## config.mk

```make
export PLATFORM = sky130hd
export DESIGN_NAME = fifo_wptr_full
export DESIGN_NICKNAME = d
export VERILOG_FILES = /design/src/rtl/fifo_wptr_full.sv
export SDC_FILE = /design/constraint.sdc
export NUM_CORES = 1
export LEC_CHECK = 0
export BUFFER_PORTS_ARGS = -buffer_cell sky130_fd_sc_hd__clkbuf_2
export CAP_MARGIN = 25
export CORE_MARGIN = 8
export CORE_UTILIZATION = 47
export DETAILED_ROUTE_END_ITERATION = 7
export GPL_TIMING_DRIVEN = 0
export PLACE_DENSITY = 0.73
export SYNTH_ARGS = -nofsm -noshare
export SYNTH_HDL_FRONTEND = slang
export SYNTH_SLANG_ARGS = --single-unit
```

## constraint.sdc

```tcl
create_clock -name wclk -period 2.5 [get_ports wclk]
set_input_delay 0.5 -clock wclk [delete_from_list [all_inputs] [get_ports wclk]]
set_output_delay 0.5 -clock wclk [all_outputs]
set_load 0.02 [all_outputs]
```

## src/rtl/fifo_wptr_full.sv

```systemverilog
`default_nettype none
// ============================================================================
//  Module      : fifo_wptr_full
//  Description : Write-side control of the asynchronous FIFO. Owns the
//                binary/Gray write pointer, brings the read Gray pointer into
//                the write domain through a 2-flop synchronizer, and derives
//                the memory write address, full, almost-full, fill level and
//                a sticky overflow flag.
//  Revision    : 1.0 - initial release
// ============================================================================
module fifo_wptr_full #(
   parameter int ADDR_WIDTH   = 4,
   parameter int AFULL_THRESH = 12
) (
   input  logic                  wclk,
   input  logic                  wrst,
   input  logic                  winc,
   input  logic [ADDR_WIDTH:0]   rptr_gray,
   input  logic                  ovf_clr,
   output logic [ADDR_WIDTH-1:0] waddr,
   output logic                  wfull,
   output logic [ADDR_WIDTH:0]   wptr_gray,
   output logic                  walmost_full,
   output logic [ADDR_WIDTH:0]   wlevel,
   output logic                  wovf
);

   // Pointers carry one extra wrap bit beyond the address width.
   localparam int                 c_PTR_W = ADDR_WIDTH + 1;
   localparam int                 c_MSB   = ADDR_WIDTH;
   localparam logic [c_PTR_W-1:0] c_AFULL = c_PTR_W'(AFULL_THRESH);

   logic [c_PTR_W-1:0] r_wbin;
   logic [c_PTR_W-1:0] r_wgray;
   logic [c_PTR_W-1:0] r_rq1;
   logic [c_PTR_W-1:0] r_rq2;
   logic               r_wfull;
   logic               r_walmost_full;
   logic [c_PTR_W-1:0] r_wlevel;
   logic               r_wovf;

   logic               w_push;
   logic [c_PTR_W-1:0] w_wbin_next;
   logic [c_PTR_W-1:0] w_wgray_next;
   logic [c_PTR_W-1:0] w_full_match;
   logic [c_PTR_W-1:0] w_rbin;
   logic [c_PTR_W-1:0] w_level_next;
   logic               w_full_next;
   logic               w_afull_next;

   // Next pointer, full compare and level, all against the synchronized
   // (and therefore possibly stale) read pointer, which only overstates fill.
   always_comb begin
      w_push       = winc & ~r_wfull;
      w_wbin_next  = r_wbin + {{ADDR_WIDTH{1'b0}}, w_push};
      w_wgray_next = (w_wbin_next >> 1) ^ w_wbin_next;
      // Full when the write pointer is one lap ahead: top two Gray bits
      // inverted, remaining bits equal.
      w_full_match = {~r_rq2[c_MSB:c_MSB-1], r_rq2[c_MSB-2:0]};
      w_full_next  = (w_wgray_next == w_full_match);
      w_rbin       = '0;
      for (int i = 0; i < c_PTR_W; i++) begin
         w_rbin[i] = ^(r_rq2 >> i);
      end
      w_level_next = w_wbin_next - w_rbin;
      w_afull_next = (w_level_next >= c_AFULL);
   end

   // Write pointer and occupancy flags.
   always_ff @(posedge wclk) begin
      if (wrst) begin
         r_wbin         <= '0;
         r_wgray        <= '0;
         r_wfull        <= 1'b0;
         r_walmost_full <= 1'b0;
         r_wlevel       <= '0;
      end else begin
         r_wbin         <= w_wbin_next;
         r_wgray        <= w_wgray_next;
         r_wfull        <= w_full_next;
         r_walmost_full <= w_afull_next;
         r_wlevel       <= w_level_next;
      end
   end

   // Two-flop synchronizer for the read Gray pointer; only r_rq2 is consumed.
   always_ff @(posedge wclk) begin
      if (wrst) begin
         r_rq1 <= '0;
         r_rq2 <= '0;
      end else begin
         r_rq1 <= rptr_gray;
         r_rq2 <= r_rq1;
      end
   end

   // Sticky overflow: a write attempt while full beats a same-cycle clear.
   always_ff @(posedge wclk) begin
      if (wrst) begin
         r_wovf <= 1'b0;
      end else if (winc & r_wfull) begin
         r_wovf <= 1'b1;
      end else if (ovf_clr) begin
         r_wovf <= 1'b0;
      end
   end

   assign waddr        = r_wbin[ADDR_WIDTH-1:0];
   assign wptr_gray    = r_wgray;
   assign wfull        = r_wfull;
   assign walmost_full = r_walmost_full;
   assign wlevel       = r_wlevel;
   assign wovf         = r_wovf;

endmodule
`default_nettype wire

```

==> flow_summary_export.csv, run 1 <==
group,metric,value,unit
die,start_util,49.7,%
power_and_ir_drop,finalPower,0.973,mW
power_and_ir_drop,p_comb_share,29.2,%
critical_path,crit_arrival,2.50,ns
drt,drt-vias-per-instance,4.84,
critical_path,rr_worst_depth,10,
clocking,cts_buffers,3,
die,core.rowCount,18,
sta,final.min_clock_period,2.28,ns
clocking,clkSlewWorstSetupHoldPaths,0.16,ns
grt,grt_pass1_vias,872,
sta,hold_viol,0,
die,io_pins,26,
critical_path,cp-end-kind,"register",
synthesis,synth_nets,134,
power_and_ir_drop,p_switching,0.314,mW
drt,avgRoutedWirePerCell,12.6,um
placement,port_buffers,25,
die,die_y,67.2,um
synthesis,syn_area_per_cell,10.3,sq um
synthesis,ys_async_sr_fraction,0,%
critical_path,crit_fanout,4,
drt,drt-total-wl,2320,um
drt,antenna_left,0,
placement,hpwlAfterDp,1750,um
worst_hold_path,holdPathStages,2,
sta,setup_viol_count_final,0,
critical_path,worstSetupStartpointType,"register",
critical_path,crit_chain,"xor2_2 -> inv_2 -> xnor2_4 -> xnor2_1 -> ha_1 -> inv_1 -> ha_1 -> a21oi_1 -> mux2i_1 -> o211ai_1",
placement,place.gp.congestion,0.881,
worst_hold_path,hold_path_class,"in2reg",
grt,grt.total_usage,10.8,%
clocking,clk_path_buf_depth,2,
layout,diodes,0,
synthesis,synth-main-ff-cell,"dfxtp_1",
power_and_ir_drop,peakVddDrop,0.473,mV
power_and_ir_drop,p_seq_share,49.7,%
critical_path,crit_top_cell,"ha_1",
layout,syn2layout_area_growth,24.7,%
synthesis,ys_warn_count,0,
critical_path,max_stage_delay,0.42,ns
sta,drv_slew,0,
synthesis,synth_area,1230,sq um
synthesis,synth_cell_types,31,
sta,fin_crit_sh,91.1,%
layout,final_nets,170,
worst_hold_path,holdPathEnd,"r_rq1[0]",
grt,antenna_found_initial,0,
critical_path,cp.required,2.72,ns
critical_path,crit_type,"reg2reg",
sta,worstMarginPinSlew,0.472,ns
drt,drt_iter0_drc,25,
run_status,outcome,"finished clean",
die,dieArea,4510,sq um
drt,drc,0,
clocking,insertion_delay,0.33,ns
synthesis,netlist_instances,119,
critical_path,cp_top_family,"XOR/XNOR gates",
sta,fin_worst_skew,0.00876,ns
clocking,cts_root_buf,"clkbuf_4",
clocking,cts_htree_levels,1,
grt,grt_pass1_wl,3810,um
synthesis,seq_area_frac_synth,43.9,%
critical_path,crit_buf_inv,2,
power_and_ir_drop,power_per_cell_area,634,nW/um^2
power_and_ir_drop,power.internal,0.659,mW
critical_path,worstReg2RegEnd,"walmost_full",
layout,utilization,62.0,%
drt,vias,890,
power_and_ir_drop,clkPwrFrac,21.1,%
synthesis,synth-edff-count,0,
critical_path,cpMaxStageDelayCell,"dfxtp_1",
critical_path,ff2ff_setup_slack,0.22,ns
critical_path,reg2reg_from,"r_rq2[3]",
run,maxCapViolations,0,
layout,drive_gt1_share,34.4,%
grt,grt_overflow,0,
drt,drtPass1Iterations,4,
sta,slew_headroom,68.4,%
critical_path,cp.depth,10,
power_and_ir_drop,p_leak,0.673,nW
power_and_ir_drop,p_sw_share,32.3,%
clocking,cts_sinks,27,
clocking,cts_tree,"done",
die,coreArea,2480,sq um
layout,layout_common_cells,"clkbuf_2, dfxtp_1, nor2b_1, nor2_1",
clocking,holdBufCountCts,0,
sta,fmax,0.439,GHz
die,die_width,67.2,um
grt,grt_max_degree,18,
worst_hold_path,worstHoldStart,"rptr_gray[0]",
synthesis,ys_ff_latch,27,
[worst register-to-register path: cells and delay by family, from the launching register on]
family | cells | cell delay, ns
XOR/XNOR | 3 | 0.61
adder cells (fa/ha/maj) | 2 | 0.39
buffers and inverters | 2 | 0.22
flip-flops | 1 | 0.42
AO/OA/AOI/OAI | 2 | 0.28
multiplexers | 1 | 0.25
[cell families (layout without fill, tap and decap cells)]
kind of cell	Yosys count	in the layout	synth area share, %
flops	27	27	43.9
compound gates	13	13	8.74
mux	2	2	1.63
fa+ha+maj	6	6	6.10
xor+xnor	19	19	18.4
buf+inv	12	47	3.66
simple gates	40	40	17.6
[metrics by stage]
step / hold slack, ns / cell area, sq um / setup WS [ns] / setup TNS (ns) / cells
4_1_cts: 0.353 / 1430 / 0.00617 / 0 / 178
5_1_grt: 0.332 / 1540 / -0.0319 / -0.0319 / 184
2_1_floorplan: 0.414 / 1230 / 0.112 / 0 / 119
3_5_place_dp: 0.422 / 1390 / -0.238 / -0.668 / 174
3_3_place_gp: 0.419 / 1390 / -0.234 / -0.608 / 174
6_report: 0.360 / 1540 / 0.223 / 0 / 184
[cell type report]
class                           count  area (sq um)
Sequential cell                    27           542
Clock inverter                      1          8.76
Clock buffer                        3          22.5
Tap cell                           30          37.5
Multi-Input combinational cell     80           708
Timing Repair Buffer               31           170
Buffer                              3          12.5
Fill cell                         229           942
Inverter                            9          33.8
[flip-flops by register name, indices dropped and copies added, names as in the netlist]
name	cells
r_wbin	5
wovf	1
wlevel	5
walmost_full	1
r_rq2	5
r_rq1	5
wfull	1
wptr_gray	4
[power groups by stage]
| stage | logic [mW] | registers [mW] | clock network (mW) |
|---|---|---|---|
| 2_1_floorplan | 0.153 | 0.533 | 0 |
| 3_3_place_gp | 0.260 | 0.493 | 0 |
| 3_5_place_dp | 0.262 | 0.494 | 0 |
| 4_1_cts | 0.264 | 0.484 | 0.210 |
| 5_1_grt | 0.318 | 0.489 | 0.231 |
| 6_report | 0.284 | 0.484 | 0.205 |
[layer usage]
layer	GRT usage, %	vias up	part of all wire [%]	routed length, um
li1	-	460	-	-
met1	12.3	404	44	1020
met2	18.5	22	49	1140
met3	2.48	4	4.7	109
met4	5.48	0	1.9	43
met5	0	-	0	0
[cells in the mapped netlist, drive strengths merged, types with 2 or more instances]
cell type / number / area share (%)
a2111oi: 3 / 3.3
a21oi: 3 / 1.2
and2: 2 / 1.1
clkbuf: 3 / 0.91
dfxtp: 27 / 44
ha: 6 / 6.1
inv: 9 / 2.7
mux2i: 2 / 1.6
nand2: 4 / 1.2
nand3: 3 / 1.2
nor2: 12 / 3.7
nor2b: 13 / 6.6
o21ai: 2 / 0.81
xnor2: 10 / 10
xor2: 9 / 8.2
[repair_timing]
item,in CTS,in global routing
endpoints found under the setup margin,0,4
buffers inserted,0,6
gates resized for setup,0,12
[worst max-delay path by stage]
stage	endpoint	start	slack, ns
final	walmost_full	r_rq2[3]	0.22
after global routing	walmost_full	r_rq2[3]	-0.03
after CTS	walmost_full	wfull	0.006
after detailed placement	walmost_full	winc	-0.24
after global placement	walmost_full	winc	-0.23
after floorplan	walmost_full	winc	0.11
(Power assumes the default switching activity.)
==> run 2: changes to the inputs <==
--- a/config.mk
+++ b/config.mk
@@ -8,10 +8,10 @@
 export BUFFER_PORTS_ARGS = -buffer_cell sky130_fd_sc_hd__clkbuf_2
 export CAP_MARGIN = 25
 export CORE_MARGIN = 8
-export CORE_UTILIZATION = 47
+export CORE_UTILIZATION = 56
 export DETAILED_ROUTE_END_ITERATION = 7
 export GPL_TIMING_DRIVEN = 0
-export PLACE_DENSITY = 0.73
+export PLACE_DENSITY = 0.82
 export SYNTH_ARGS = -nofsm -noshare
 export SYNTH_HDL_FRONTEND = slang
 export SYNTH_SLANG_ARGS = --single-unit
==> constraint.sdc (replaced) <==
create_clock -name wclk -period 2.8 [get_ports wclk]
set_input_delay 0.56 -clock wclk [delete_from_list [all_inputs] [get_ports wclk]]
set_output_delay 0.56 -clock wclk [all_outputs]
set_load 0.02 [all_outputs]
==> flow_summary_export.csv, run 2 (synthesis gave the netlist of run 1 again) <==
group,metric,value,unit
critical_path,cpMaxStageDelayCell,"clkbuf_1",
drt,drt_iter0_drc,6,
placement,hpwlAfterDp,1750,um
critical_path,crit_top_cell,"ha_1",
layout,diodes,0,
sta,fin_crit_sh,87.9,%
critical_path,crit_chain,"clkbuf_2 -> nor2b_1 -> ha_1 -> ha_1 -> clkbuf_1 -> xnor2_1 -> ha_1 -> a21oi_1 -> mux2i_1 -> o211ai_1",
clocking,insertion_delay,0.33,ns
clocking,clkSlewWorstSetupHoldPaths,0.14,ns
critical_path,cp.required,3.02,ns
layout,multi_input_area,646,sq um
drt,avgRoutedWirePerCell,12.1,um
clocking,cts_htree_levels,1,
critical_path,rr_worst_depth,10,
clocking,cts.repair.resized,0,
grt,grt_pass1_vias,958,
critical_path,cp_top_family,"adder cells",
drt,drtPass1Iterations,4,
layout,final_common_cell,"dfxtp_1",
worst_hold_path,worstHoldStart,"rptr_gray[0]",
sta,setup_viol_count_final,0,
layout,syn2layout_area_growth,15.4,%
sta,drv_slew,0,
drt,drt-vias-per-instance,5.01,
grt,grt.total_usage,11.7,%
clocking,holdBufCountCts,0,
grt,grt_pass1_wl,3900,um
sta,fmax,0.406,GHz
critical_path,max_stage_delay,0.45,ns
placement,dpl_cell_area,1390,sq um
layout,final_nets,164,
power_and_ir_drop,peakVddDrop,0.372,mV
placement,post-place-ws,-0.0184,ns
worst_hold_path,hold_path_class,"in2reg",
layout,utilization,66.2,%
die,io_pins,26,
sta,slew_headroom,63.8,%
die,coreArea,2150,sq um
worst_hold_path,holdPathEnd,"r_rq1[0]",
sta,worstMarginPinSlew,0.543,ns
power_and_ir_drop,p_leak,0.639,nW
critical_path,crit_buf_inv,2,
drt,drt-total-wl,2130,um
drt,vias,882,
placement,place.gp.congestion,0.895,
grt,grt_overflow,0,
power_and_ir_drop,power_per_cell_area,587,nW/um^2
power_and_ir_drop,p_switching,0.264,mW
die,dieArea,3960,sq um
power_and_ir_drop,clkPwrFrac,20.4,%
critical_path,reg2reg_from,"wfull",
sta,rsz0062_at_grt,"false",
die,die_width,62.9,um
power_and_ir_drop,power.internal,0.571,mW
clocking,cts_tree,"done",
layout,drive_gt1_share,26.4,%
critical_path,crit_type,"in2reg",
clocking,cts_root_buf,"clkbuf_4",
run,maxCapViolations,0,
clocking,cts_buffers,3,
layout,fillerInstances,177,
drt,antenna_left,0,
worst_hold_path,holdPathStages,2,
run_status,outcome,"finished clean",
sta,timing.hold.ws,0.424,ns
sta,final.min_clock_period,2.46,ns
die,start_util,57.3,%
clocking,cts_sinks,27,
critical_path,crit_fanout,10,
critical_path,worstReg2RegEnd,"walmost_full",
grt,grt_max_degree,17,
layout,ff_latch_area,541,sq um
clocking,postCtsSetupBuffers,0,
grt,antenna_found_initial,0,
power_and_ir_drop,p_seq_share,51.7,%
critical_path,ff2ff_setup_slack,0.34,ns
critical_path,cp-end-kind,"register",
power_and_ir_drop,p_comb_share,27.9,%
drt,drc,0,
clocking,clk_path_buf_depth,2,
layout,layout_common_cells,"dfxtp_1, clkbuf_2, nor2b_1, nor2_1",
sta,layout_setup_ws,0.338,ns
placement,port_buffers,25,
sta,hold_viol,0,
layout,final_cell_area,1420,sq um
critical_path,crit_arrival,2.68,ns
critical_path,worstSetupStartpointType,"primary input",
power_and_ir_drop,finalPower,0.835,mW
die,die_y,62.9,um
die,core.rowCount,17,
sta,fin_worst_skew,0.00660,ns
power_and_ir_drop,p_sw_share,31.6,%
## run 2: cell count changes in the layout (fill, tap and decap cells not counted), sizes merged
cell      previous run  this run
buf                  6         0
inv                 10         9
clkinvlp             0         1
## run 2: routing by layer
layer / up-vias / part of all wire [%] / track usage (%)
met4: 0 / 3.5 / 7.12
met1: 403 / 42 / 11.7
met3: 7 / 5.3 / 3.58
met2: 27 / 49 / 20.7
met5: - / 0 / 0
li1: 445 / - / -
## run 2: worst reg2reg max path, delay by kind of cell, from the launching register on
| kind | cells | cell delay (ns) |
|---|---|---|
| compound gates | 2 | 0.65 |
| flops | 1 | 0.35 |
| xor+xnor | 1 | 0.32 |
| simple gates | 3 | 0.36 |
| fa+ha+maj | 2 | 0.52 |
| buf+inv | 2 | 0.19 |
## run 2: power by group through the flow
stage	sequential [mW]	clock, mW	combinational (mW)
2_1_floorplan	0.476	0	0.137
3_3_place_gp	0.439	0	0.227
3_5_place_dp	0.441	0	0.234
4_1_cts	0.432	0.177	0.236
5_1_grt	0.436	0.193	0.261
6_report	0.431	0.170	0.233
## run 2: per-stage QoR
step / TNS (ns) / instances
finish: 0 / 176
global route: 0 / 176
CTS: 0 / 176
detailed placement: -0.0184 / 172
global placement: 0 / 172
floorplan: 0 / 119
## run 2: worst max-delay path by stage
stage,start,endpoint,cells past startpoint,slack (ns)
5_1_grt,wfull,walmost_full,10,0.1
6_report,winc,walmost_full,10,0.34
4_1_cts,wfull,walmost_full,10,0.32
2_1_floorplan,winc,walmost_full,10,0.35
3_5_place_dp,winc,walmost_full,10,-0.02
3_3_place_gp,winc,walmost_full,10,0.06
## run 2: layout make-up
cell class / count / share of cell area [%]
Sequential cell: 27 / 38.0
Multi-Input combinational cell: 80 / 45.4
Inverter: 9 / 2.38
Timing Repair Buffer: 25 / 8.80
Tap cell: 28 / 2.46
Clock inverter: 1 / 0.528
Clock buffer: 3 / 1.58
Buffer: 3 / 0.792
